[src/rtl/uart_cmd_responder.sv]
// uart_cmd_responder: board-side responder for the PC command protocol.
// Receives 4-byte request frames (SYNC, CMD, ADDR, CHK) from the UART receiver,
// optionally reads a 32-bit register, and returns a checksummed response frame
// (RESP, STATUS, [D3 D2 D1 D0], RCHK) through the UART transmitter handshake.
//
// Ports:
//   clk, reset            system clock, synchronous active-high reset
//   rx_data, rx_ready     received byte and its one-cycle valid pulse
//   tx_data, tx_start     byte to send and its one-cycle request pulse
//   tx_busy               transmitter busy flag
//   rd_en, rd_addr        register read strobe and index
//   rd_data               register value, valid the cycle after rd_en
//   state_leds            IDLE=0001, RX=0010, FETCH=0100, TX=1000
//   err_cnt               saturating count of bad frames and timeouts
module uart_cmd_responder #(
    parameter logic [7:0]  SYNC_BYTE   = 8'hA5,
    parameter logic [7:0]  RESP_BYTE   = 8'h5A,
    parameter int unsigned TIMEOUT_CYC = 5_000_000
) (
    input  logic        clk,
    input  logic        reset,
    input  logic [7:0]  rx_data,
    input  logic        rx_ready,
    output logic [7:0]  tx_data,
    output logic        tx_start,
    input  logic        tx_busy,
    output logic        rd_en,
    output logic [3:0]  rd_addr,
    input  logic [31:0] rd_data,
    output logic [3:0]  state_leds,
    output logic [7:0]  err_cnt
);

    localparam int unsigned TMO_W = $clog2(TIMEOUT_CYC + 1);
    localparam logic [TMO_W-1:0] TMO_LAST = TMO_W'(TIMEOUT_CYC - 1);

    localparam logic [7:0] CMD_READ = 8'h01;
    localparam logic [7:0] CMD_PING = 8'h02;
    localparam logic [7:0] ST_OK    = 8'h00;
    localparam logic [7:0] ST_CHK   = 8'hE1;
    localparam logic [7:0] ST_CMD   = 8'hE2;

    localparam logic [3:0] LED_IDLE  = 4'b0001;
    localparam logic [3:0] LED_RX    = 4'b0010;
    localparam logic [3:0] LED_FETCH = 4'b0100;
    localparam logic [3:0] LED_TX    = 4'b1000;

    typedef enum logic [3:0] {
        S_IDLE,
        S_GET_CMD,
        S_GET_ADDR,
        S_GET_CHK,
        S_EVAL,
        S_FETCH_REQ,
        S_FETCH_CAP,
        S_SEND,
        S_WAIT_HI,
        S_WAIT_LO
    } state_t;

    state_t           state;
    logic [7:0]       cmd;
    logic [7:0]       addr;
    logic [7:0]       chk;
    logic [TMO_W-1:0] tmo_cnt;
    logic [55:0]      tx_shift;   // response bytes, next byte in the top octet
    logic [2:0]       byte_cnt;   // response bytes still to be started

    function automatic logic [7:0] sat_inc(input logic [7:0] v);
        return (v == 8'hFF) ? v : v + 8'd1;
    endfunction

    // Frame receive, evaluate, fetch and transmit sequencing.
    always_ff @(posedge clk) begin
        if (reset) begin
            state      <= S_IDLE;
            state_leds <= LED_IDLE;
            tx_data    <= 8'h00;
            tx_start   <= 1'b0;
            rd_en      <= 1'b0;
            rd_addr    <= 4'h0;
            err_cnt    <= 8'h00;
            cmd        <= 8'h00;
            addr       <= 8'h00;
            chk        <= 8'h00;
            tmo_cnt    <= '0;
            tx_shift   <= 56'h0;
            byte_cnt   <= 3'd0;
        end else begin
            tx_start <= 1'b0;
            rd_en    <= 1'b0;

            case (state)
                S_IDLE: begin
                    if (rx_ready && (rx_data == SYNC_BYTE)) begin
                        state      <= S_GET_CMD;
                        state_leds <= LED_RX;
                        tmo_cnt    <= '0;
                    end
                end

                // A received byte always beats a coincident timeout.
                S_GET_CMD, S_GET_ADDR, S_GET_CHK: begin
                    if (rx_ready) begin
                        tmo_cnt <= '0;
                        if (state == S_GET_CMD) begin
                            cmd   <= rx_data;
                            state <= S_GET_ADDR;
                        end else if (state == S_GET_ADDR) begin
                            addr  <= rx_data;
                            state <= S_GET_CHK;
                        end else begin
                            chk   <= rx_data;
                            state <= S_EVAL;
                        end
                    end else if (tmo_cnt == TMO_LAST) begin
                        state      <= S_IDLE;
                        state_leds <= LED_IDLE;
                        err_cnt    <= sat_inc(err_cnt);
                        tmo_cnt    <= '0;
                    end else begin
                        tmo_cnt <= tmo_cnt + TMO_W'(1);
                    end
                end

                // Checksum is judged before the command code.
                S_EVAL: begin
                    if (chk != (cmd ^ addr)) begin
                        tx_shift   <= {RESP_BYTE, ST_CHK, ST_CHK, 32'h0};
                        byte_cnt   <= 3'd3;
                        err_cnt    <= sat_inc(err_cnt);
                        state      <= S_SEND;
                        state_leds <= LED_TX;
                    end else if (cmd == CMD_READ) begin
                        rd_en      <= 1'b1;
                        rd_addr    <= addr[3:0];
                        state      <= S_FETCH_REQ;
                        state_leds <= LED_FETCH;
                    end else if (cmd == CMD_PING) begin
                        tx_shift   <= {RESP_BYTE, ST_OK, ST_OK, 32'h0};
                        byte_cnt   <= 3'd3;
                        state      <= S_SEND;
                        state_leds <= LED_TX;
                    end else begin
                        tx_shift   <= {RESP_BYTE, ST_CMD, ST_CMD, 32'h0};
                        byte_cnt   <= 3'd3;
                        err_cnt    <= sat_inc(err_cnt);
                        state      <= S_SEND;
                        state_leds <= LED_TX;
                    end
                end

                // rd_en is high during this cycle; data arrives next cycle.
                S_FETCH_REQ: begin
                    state <= S_FETCH_CAP;
                end

                S_FETCH_CAP: begin
                    tx_shift   <= {RESP_BYTE, ST_OK, rd_data,
                                   ST_OK ^ rd_data[31:24] ^ rd_data[23:16]
                                         ^ rd_data[15:8]  ^ rd_data[7:0]};
                    byte_cnt   <= 3'd7;
                    state      <= S_SEND;
                    state_leds <= LED_TX;
                end

                S_SEND: begin
                    if (!tx_busy) begin
                        tx_data  <= tx_shift[55:48];
                        tx_shift <= {tx_shift[47:0], 8'h00};
                        byte_cnt <= byte_cnt - 3'd1;
                        tx_start <= 1'b1;
                        state    <= S_WAIT_HI;
                    end
                end

                S_WAIT_HI: begin
                    if (tx_busy) begin
                        state <= S_WAIT_LO;
                    end
                end

                S_WAIT_LO: begin
                    if (!tx_busy) begin
                        if (byte_cnt == 3'd0) begin
                            state      <= S_IDLE;
                            state_leds <= LED_IDLE;
                        end else begin
                            state <= S_SEND;
                        end
                    end
                end

                default: begin
                    state      <= S_IDLE;
                    state_leds <= LED_IDLE;
                end
            endcase
        end
    end

endmodule

[config.mk]
export PLATFORM = sky130hd
export DESIGN_NAME = uart_cmd_responder
export DESIGN_NICKNAME = d
export VERILOG_FILES = /design/src/rtl/uart_cmd_responder.sv
export SDC_FILE = /design/constraint.sdc
export NUM_CORES = 1
export LEC_CHECK = 0
export ABC_AREA = 1
export ABC_CLOCK_PERIOD_IN_PS = 1900
export CORE_MARGIN = 4
export CORE_UTILIZATION = 35
export CTS_CLUSTER_DIAMETER = 30
export DETAILED_ROUTE_END_ITERATION = 10
export DONT_BUFFER_PORTS = 1
export GPL_TIMING_DRIVEN = 0
export PLACE_DENSITY_LB_ADDON = 0.12
export REMOVE_ABC_BUFFERS = 1
export SYNTH_ARGS = -nofsm -noshare
export SYNTH_HDL_FRONTEND = slang
export SYNTH_SLANG_ARGS = --single-unit
[constraint.sdc]
create_clock -name clk -period 1.9 [get_ports clk]
set_input_delay 0.285 -clock clk [delete_from_list [all_inputs] [get_ports clk]]
set_output_delay 0.285 -clock clk [all_outputs]
set_load 0.05 [all_outputs]
# Yosys cells after proc, flatten, opt, wreduce, memory -nomap -nowiden
# Cells that the tools add are included.
# classes
n_addsub	3
n_eq_ne	25
muxes	42
bitwise_logic	11
n_reduce_logical	20
# op_table
operator	count
$mux 56	3
$pmux 56 s3	1
$mux 23	3
$mux 4	13
$mux 48	1
$mux 8	6
$pmux 23 s2	1
$pmux 4 s8	1
$xor 8x8->8	4
$pmux 4 s6	1
$add 23x1->23 const B	1
$eq 23x23->1 const B	1
$mux 3	6
$eq 4x3->1 const B	4
$eq 8x8->1 const B	2
$pmux 8 s2	1
$ne 2x2->1 const B	7
$reduce_and 5->1	2
$ne 3x3->1 const B	3
$pmux 3 s3	1
$reduce_and 3->1	3
$reduce_or 3->1	3
$add 8x1->8 const B	1
$eq 4x2->1 const B	2
18 further kinds	30
# word_totals
register_bits	136
input_bits	44
out_inout_bits	26
word_cells	114

# Logic depth before layout (Yosys ltp)
# Gate-level depths: netlist of the first run.
# depth
depth_word	6
mapped_depth	13
mapped_depth_nobuf	13

# Worst setup path after synthesis of the first run
# No wires, ideal clock.
# synth_path
path_kind	flip-flop to flip-flop
from	register err_cnt[0]
to	register err_cnt[2]
setup_time_ns	0.070
t_arrival_ns	1.645
t_required_ns	1.830
setup_slack_ns	0.185
path_stages_with_launch	8
n_path_buf	0
period_less_slack_ns	1.715
cell_sequence	dfxtp_1 -> ha_1 -> nand4_1 -> o22ai_1 -> nor2_1 -> nand3_1 -> nand2_1 -> a21oi_1
# synth_between
elab_chain_cells	6
elab_cells_between_ends	9
classes_between	1 x add/sub; 1 x eq/ne; 7 x mux
# synth_rtl
element	line_no	source
start: declaration	31	output logic [7:0] err_cnt
start signal: assignment	119	err_cnt <= sat_inc(err_cnt);
start signal: assignment	131	err_cnt <= sat_inc(err_cnt);
start signal: assignment	147	err_cnt <= sat_inc(err_cnt);
$add 8x1->8 or $eq 8x8->1 (tied branches)	70	return (v == 8'hFF) ? v : v + 8'd1;
$mux 8 (*)	70	
$mux 8	139	end else if (cmd == CMD_PING) begin
$mux 8	134	end else if (cmd == CMD_READ) begin
$mux 8	128	if (chk != (cmd ^ addr)) begin
$pmux 8 s2 (*)	93	case (state)
# Mark *: on every way between the ends. The rest lies on a longest branch, timed or not. The select of a mux whose other input is x is not followed.
# A chain may end at the register's enable or synchronous reset.

# Worst setup path in the final report of the first run
# layout_path
from	register state[2]
to	register tx_shift[38]
# layout_between
elab_chain_cells	3
elab_cells_between_ends	8
classes_between	5 x eq/ne; 1 x mux; 2 x reduce/logical
# layout_rtl
element	line_no	source
start: declaration	61	state_t state;
start signal: assignment	76	state <= S_IDLE;
start signal: assignment	96	state <= S_GET_CMD;
start signal: assignment	108	state <= S_GET_ADDR;
$eq 4x3->1	93	
$ne 3x3->1 (no source line) (tied with other cells)	--	
$reduce_and 3->1 (no source line)	--	
end signal: assignment	129	tx_shift <= {RESP_BYTE, ST_CHK, ST_CHK, 32'h0};
end signal: assignment	140	tx_shift <= {RESP_BYTE, ST_OK, ST_OK, 32'h0};
end signal: assignment	145	tx_shift <= {RESP_BYTE, ST_CMD, ST_CMD, 32'h0};
end: declaration	66	logic [55:0] tx_shift;
# Parallel ways exist; a longest one is shown, timed or not.

==> results.json, run 1 <==
{
  "status": "finished clean",
  "crit_path_start_kind": "flop",
  "yosysSeqAreaShare_pct": 40.71,
  "synth_top_family_by_area": "simple AND/OR/NAND/NOR gates",
  "maxCapViolCount": 0,
  "drt_first_pass_iters": 5,
  "min_period_over_period_pct": 96.95,
  "drive_above_1_share_pct": 15.36,
  "final_cell_mix": "nand2_1, dfxtp_1, a21oi_1, nor2_1",
  "clock_sinks": 136,
  "worstMarginPinSlew_ps": 812.7,
  "grt_pass1_wl_um": 31600,
  "diodes": 0,
  "clock.fmax_mhz": 542.9,
  "ios": 70,
  "cts_tree": "built",
  "syn_to_final_growth_pct": 23.80,
  "routed_wl_um": 19970,
  "crit_required_ps": 2220,
  "dp.cells": 1138,
  "startpoint": "state[2]$_SDFFE_PP0P_",
  "r2r_cells": 9,
  "period_needed_ps": 1842,
  "portBuffers": 0,
  "fin_cells": 1217,
  "critPathArrivalTime_ps": 2160,
  "via_per_inst": 5.120,
  "ant_nets": 0,
  "clockBufferDepth": 2,
  "synthMuxAreaShare_pct": 0,
  "grtUsageTotal_pct": 18.26,
  "netlist-cell-type-count": 36,
  "first_global_vias": 5824,
  "rsz0062_at_grt": "yes",
  "grt_overflow": 0,
  "maxSlewViolCount": 0,
  "syn-mean-instance-area_um2": 7.077,
  "numCtsBuffers": 17,
  "end_kind": "flop",
  "wl_per_cell_um": 16.41,
  "p_total_mw": 9.264,
  "synth_top_cell_area_share_pct": 40.71,
  "p_leak_nw": 3.072,
  "syn_inst": 945,
  "die_w_um": 146.2,
  "dp_hpwl_um": 11170,
  "crit_path_end": "tx_shift[38]$_SDFFE_PP0P_",
  "clock-root-buffer": "clkbuf_16",
  "synth_edf_count": 0,
  "syn_area_mm2": 0.006688,
  "r2r_slack_ps": 60,
  "initial_core_util_pct": 35.63,
  "ys_warn_count": 0,
  "finalHoldViolations": 0,
  "synth_top_area_cell": "dfxtp_1",
  "worstHoldPathType": "primary input to flop",
  "yosys-top-cells-area": "dfxtp_1, nand2_1, a21oi_1",
  "reg2reg_to": "tx_shift[38]$_SDFFE_PP0P_",
  "clock_skew_ps": 8.871,
  "drc": 0,
  "vias": 6231,
  "synth-xor-area-share_pct": 5.239,
  "cts-htree-levels": 4,
  "regToRegStartpoint": "state[2]$_SDFFE_PP0P_",
  "path_class": "flop to flop",
  "antenna_found_initial": 0,
  "slew_headroom_pct": 45.74,
  "num_rows": 50,
  "report.final.setup_viol": 0,
  "synthFlopType": "dfxtp_1",
  "clk_latency_ps": 420,
  "ys_ff_latch": 136,
  "path_max_fanout": 15,
  "ir_drop_mv": 0.8125,
  "async_reset_ff_share_pct": 0,
  "fp.coreArea_mm2": 0.01877,
  "powerDensity_mw_per_mm2": 1119,
  "die-area_mm2": 0.02138,
  "clk_pin_slew_ps": 60,
  "grt_max_degree": 69,
  "tns_ps": 0,
  "synth-compound-area-share_pct": 16.58,
  "n_fill_cell": 1921,
  "nNetsFinal": 1019,
  "place_congestion": 0.7764,
  "synthAdderAreaFrac_pct": 0.7484,
  "drtIter0Drc": 444,
  "final_common_cell": "nand2_1",
  "yosys.area_share.simple_pct": 29.07,
  "fp.dieH_um": 146.2
}
routing by layer:
metal	wire (µm)	vias up	global-route usage (%)	part of all wire [%]
met5	0	-	0	0
met4	323	0	6.350	1.6
met3	1144	22	4.842	5.7
met2	8804	146	27.74	44
met1	9697	2858	25.10	49
li1	-	3205	-	-
logic make-up (layout without fill, tap and decap cells):
kind of cell,Yosys count,after routing
buffers and inverters,125,155
AOI/OAI and AO/OA,187,188
xor gates and xnor gates,40,40
and+or+nand+nor,453,460
DFF,136,136
adders and majority gates,4,4
critical path, stage by stage, from the launching register on:
cell and delay [ps]:
dfxtp_1 420, nand2_4 170, clkinv_8 130, nand2_2 140, o21ai_4 200, buf_12 160
buf_12 120, nand2_4 150, nor3_1 170, nor2_1 50
what timing repair did:
action	in CTS	in global routing
setup endpoints to repair	119	104
gates resized for setup	32	37
pin swaps	7	11
cloned	5	4
hold endpoints to repair	68	0
buffers inserted	13	25
hold buffers	1	0
synth_stat cells, types with 16 or more instances:
| cell | number |
|---|---|
| nand2_1 | 231 |
| dfxtp_1 | 136 |
| a21oi_1 | 103 |
| nor2_1 | 99 |
| nand3_1 | 76 |
| inv_1 | 69 |
| o21ai_0 | 43 |
| xnor2_1 | 23 |
| a32o_1 | 22 |
| clkbuf_1 | 19 |
| nor3_1 | 19 |
| xor2_1 | 17 |
| buf_2 | 16 |
report_power, final:
part	total (mW)	internal, mW	switching [mW]
Sequential	3.24	3.00	0.242
Clock	3.73	2.38	1.35
Combinational	2.30	0.962	1.34
worst min path at each step:
stage | start | end | slack, ps | depth (start not counted)
global placement | reset | tx_shift[55]$_SDFFE_PP0P_ | 370 | 1
CTS | rx_data[5] | cmd[5]$_SDFFE_PP0P_ | 20 | 2
global route | rx_data[5] | cmd[5]$_SDFFE_PP0P_ | 30 | 2
finish | reset | tmo_cnt[17]$_SDFFE_PP0P_ | 40 | 3
detailed placement | reset | tx_shift[55]$_SDFFE_PP0P_ | 370 | 1
floorplan | reset | err_cnt[2]$_SDFFE_PP0P_ | 350 | 1
area by class of cell:
cell class / count / area, µm² / share of cell area, %
timing repair buffer: 42 / 481.7 / 5.818
clock inverter: 13 / 216.5 / 2.614
sequential: 136 / 2736 / 33.05
inverter: 81 / 321.6 / 3.884
clock buffer: 18 / 439.2 / 5.305
tap: 234 / 292.8 / 3.536
multi-input combinational: 692 / 3782 / 45.69
timing repair inverter: 1 / 8.758 / 0.1058
metrics by stage:
step | utilization [%] | cell area, µm² | worst slack (ps) | hold WS, ps
3_3_place_gp | 36.09 | 6773 | -1533 | 370.1
5_1_grt | 44.11 | 8279 | -28.26 | 28.38
3_5_place_dp | 36.42 | 6835 | -1371 | 370.2
2_1_floorplan | - | 6480 | -377.0 | 354.1
6_report | 44.11 | 8279 | 58.03 | 36.52
4_1_cts | 42.08 | 7898 | 5.025 | 18.30
registers in the layout, summed over array words and instances (netlist names), 3 cells and up:
name	flops
rd_addr	4
addr	8
cmd	8
state_leds	4
tx_data	8
chk	8
tx_shift	56
byte_cnt	3
state	4
err_cnt	8
tmo_cnt	23
Note: power is estimated with default switching activity, not from simulation.
==> inputs of run 2 (changes only) <==
ABC_AREA = not set   (was 1)
CTS_CLUSTER_DIAMETER = 100   (was 30)
TNS_END_PERCENT = 30   (was not set)
==> run 2 against run 1 <==
Net effect:
- the run now ends with hold timing, setup timing left
- highest routed layer unchanged
- combinational power decreased by 9.1%
- final cell count down 22%
- clock skew is 3.0 ps higher
- register-to-register slack lost 590 ps
- sequential power about the same
==> results.json, run 2 <==
{
  "status": "complete, but fails checks",
  "violations": "hold timing, setup timing",
  "final_cell_mix": "dfxtp_1, nor2_1, nand2_1, nor3_1, mux2i_1",
  "grt_max_degree": 114,
  "fp.dieH_um": 139.6,
  "die_w_um": 139.6,
  "syn_area_mm2": 0.006066,
  "end_kind": "flop",
  "clock.fmax_mhz": 411.3,
  "critPathSlowestCell": "or4_4",
  "syn_to_final_growth_pct": 29.95,
  "cts-htree-levels": 4,
  "place_congestion": 0.7645,
  "clk_pin_slew_ps": 60,
  "clk_latency_ps": 430,
  "clock-root-buffer": "clkbuf_16",
  "dp.cells": 864,
  "grtUsageTotal_pct": 17.03,
  "initial_core_util_pct": 36.19,
  "nNetsFinal": 760,
  "synth.most_common_cell": "dfxtp_1",
  "top_register": "tx_shift",
  "fp.coreArea_mm2": 0.01676,
  "max_stage_delay_ps": 500,
  "numCtsBuffers": 17,
  "finalHoldViolations": 30,
  "maxSlewViolCount": 0,
  "maxCapViolCount": 0,
  "drive_above_1_share_pct": 25.24,
  "vias": 5228,
  "clock_skew_ps": 11.92,
  "async_reset_ff_share_pct": 0,
  "min_period_over_period_pct": 128.0,
  "drt_first_pass_iters": 5,
  "n_fill_cell": 1599,
  "top_regs": "tx_shift (56), tmo_cnt (23)",
  "yosysSeqAreaShare_pct": 44.88,
  "syn_inst": 690,
  "final_common_cell": "dfxtp_1",
  "grt_overflow": 0,
  "ys_top_cells_by_count": "dfxtp_1, nor2_1, nand2_1",
  "cts_tree": "built",
  "syn-mean-instance-area_um2": 8.791,
  "critPathArrivalTime_ps": 2790,
  "diodes": 0,
  "netlist-cell-type-count": 49,
  "powerDensity_mw_per_mm2": 1127,
  "crit_required_ps": 2260,
  "synth_top_family_by_area": "simple AND/OR/NAND/NOR gates",
  "num_rows": 47,
  "routed_wl_um": 17560,
  "antenna_found_initial": 0,
  "p_leak_nw": 2.829,
  "rsz0062_at_grt": "yes",
  "setup_ws_ps": -531.5,
  "place_area_mm2": 0.006197,
  "synthMuxAreaShare_pct": 4.950,
  "hold_ws_ps": -61.87,
  "largest_register_ffs": 56,
  "regToRegStartpoint": "tmo_cnt[1]$_SDFFE_PP0P_",
  "ios": 70,
  "synth_edf_count": 0,
  "synthFlopType": "dfxtp_1",
  "ant_nets": 0,
  "clockBufferDepth": 2,
  "ir_drop_mv": 0.7035,
  "synth_top_cell_area_share_pct": 44.88,
  "cp_top_family": "simple AND/OR/NAND/NOR gates",
  "via_per_inst": 5.532,
  "fin_cells": 945,
  "yosys.area_share.simple_pct": 23.16,
  "drtIter0Drc": 278,
  "die-area_mm2": 0.01950,
  "report.final.setup_viol": 102,
  "crit_buf_inv": 0,
  "clock_sinks": 136,
  "first_global_vias": 5107,
  "wl_per_cell_um": 18.58,
  "path_max_fanout": 7,
  "synth-xor-area-share_pct": 9.901,
  "dp_hpwl_um": 9361,
  "worstHoldPathType": "primary input to flop",
  "path_class": "flop to flop",
  "ys_ff_latch": 136,
  "portBuffers": 0,
  "synth-compound-area-share_pct": 12.73,
  "synthAdderAreaFrac_pct": 0.8251,
  "fin_area_mm2": 0.007883,
  "ys_warn_count": 0,
  "startpoint": "tmo_cnt[1]$_SDFFE_PP0P_",
  "yosys-top-cells-area": "dfxtp_1, nor2_1, mux2i_1",
  "hold_start": "reset",
  "slew_headroom_pct": 56.13,
  "crit_path_start_kind": "flop",
  "drc": 0,
  "worstMarginPinSlew_ps": 654.6,
  "cp_cell_sequence": "ha_2 -> nand2_4 -> or4_4 -> or3_4 -> a311o_2 -> or3_1 -> a21oi_1",
  "synth_top_area_cell": "dfxtp_1",
  "grt_pass1_wl_um": 26990,
  "period_needed_ps": 2431
}
==> run 2: power by group <==
group	total (mW)	internal (mW)	switching, mW
Clock	3.59	2.23	1.36
Sequential	3.21	2.97	0.239
Combinational	2.09	0.965	1.13
Total	8.89	6.16	2.73
==> run 2: cell families after synthesis <==
family	Yosys count
compound gates	108
xor+xnor	56
fa+ha+maj	4
buf+inv	55
flops	136
mux	30
simple gates	301
==> run 2: through the flow <==
| step | setup slack, ps | utilization (%) | power, mW | TNS, ps |
|---|---|---|---|---|
| after floorplan | -1704 | - | 3.980 | -94170 |
| after global placement | -3510 | 36.73 | 4.203 | -207530 |
| after detailed placement | -1480 | 36.98 | 4.245 | -101960 |
| after CTS | -541.7 | 45.26 | 8.697 | -21110 |
| after global routing | -580.8 | 47.03 | 9.248 | -23870 |
| final | -531.5 | 47.03 | 8.887 | -15100 |
==> run 2: worst paths after layout <==
check                                          endpoint  slack (ps)  cells past startpoint
worst min register to register  tx_data[2]$_SDFFE_PP0P_         450                      2
worst max-delay path            err_cnt[2]$_SDFFE_PP0P_        -530                      7
worst min-delay path                chk[4]$_SDFFE_PP0P_         -60                      1
worst max register to register  err_cnt[2]$_SDFFE_PP0P_        -530                      7
==> run 2: final cells by class <==
| class | count | area [µm²] | area share [%] |
|---|---|---|---|
| tap | 220 | 275.3 | 3.492 |
| clock inverter | 15 | 214.0 | 2.714 |
| timing repair buffer | 35 | 356.6 | 4.524 |
| sequential | 136 | 2750 | 34.89 |
| inverter | 8 | 30.03 | 0.3810 |
| clock buffer | 17 | 425.4 | 5.397 |
| multi-input combinational | 514 | 3831 | 48.60 |
==> run 2: worst reg2reg max path, cell delays in order (launching register included) <==
cell and delay [ps]:
dfxtp_2 340, ha_2 200, nand2_4 70, or4_4 500
or3_4 400, a311o_2 380, or3_1 330, a21oi_1 140
==> run 2: routing by layer <==
layer  global-route usage (%)  share of wire, %
met1                    21.97                46
met2                    27.48                48
met3                    5.146               5.4
met4                    5.354               1.0
met5                        0                 0
==> run 2: timing repair <==
action / in CTS / in global routing
endpoints found under the hold margin: 112 / 108
pin swaps: 35 / 14
gates cloned: 12 / 6
setup buffers: 23 / 11
endpoints found under the setup margin: 120 / 111
gates resized for setup: 101 / 54
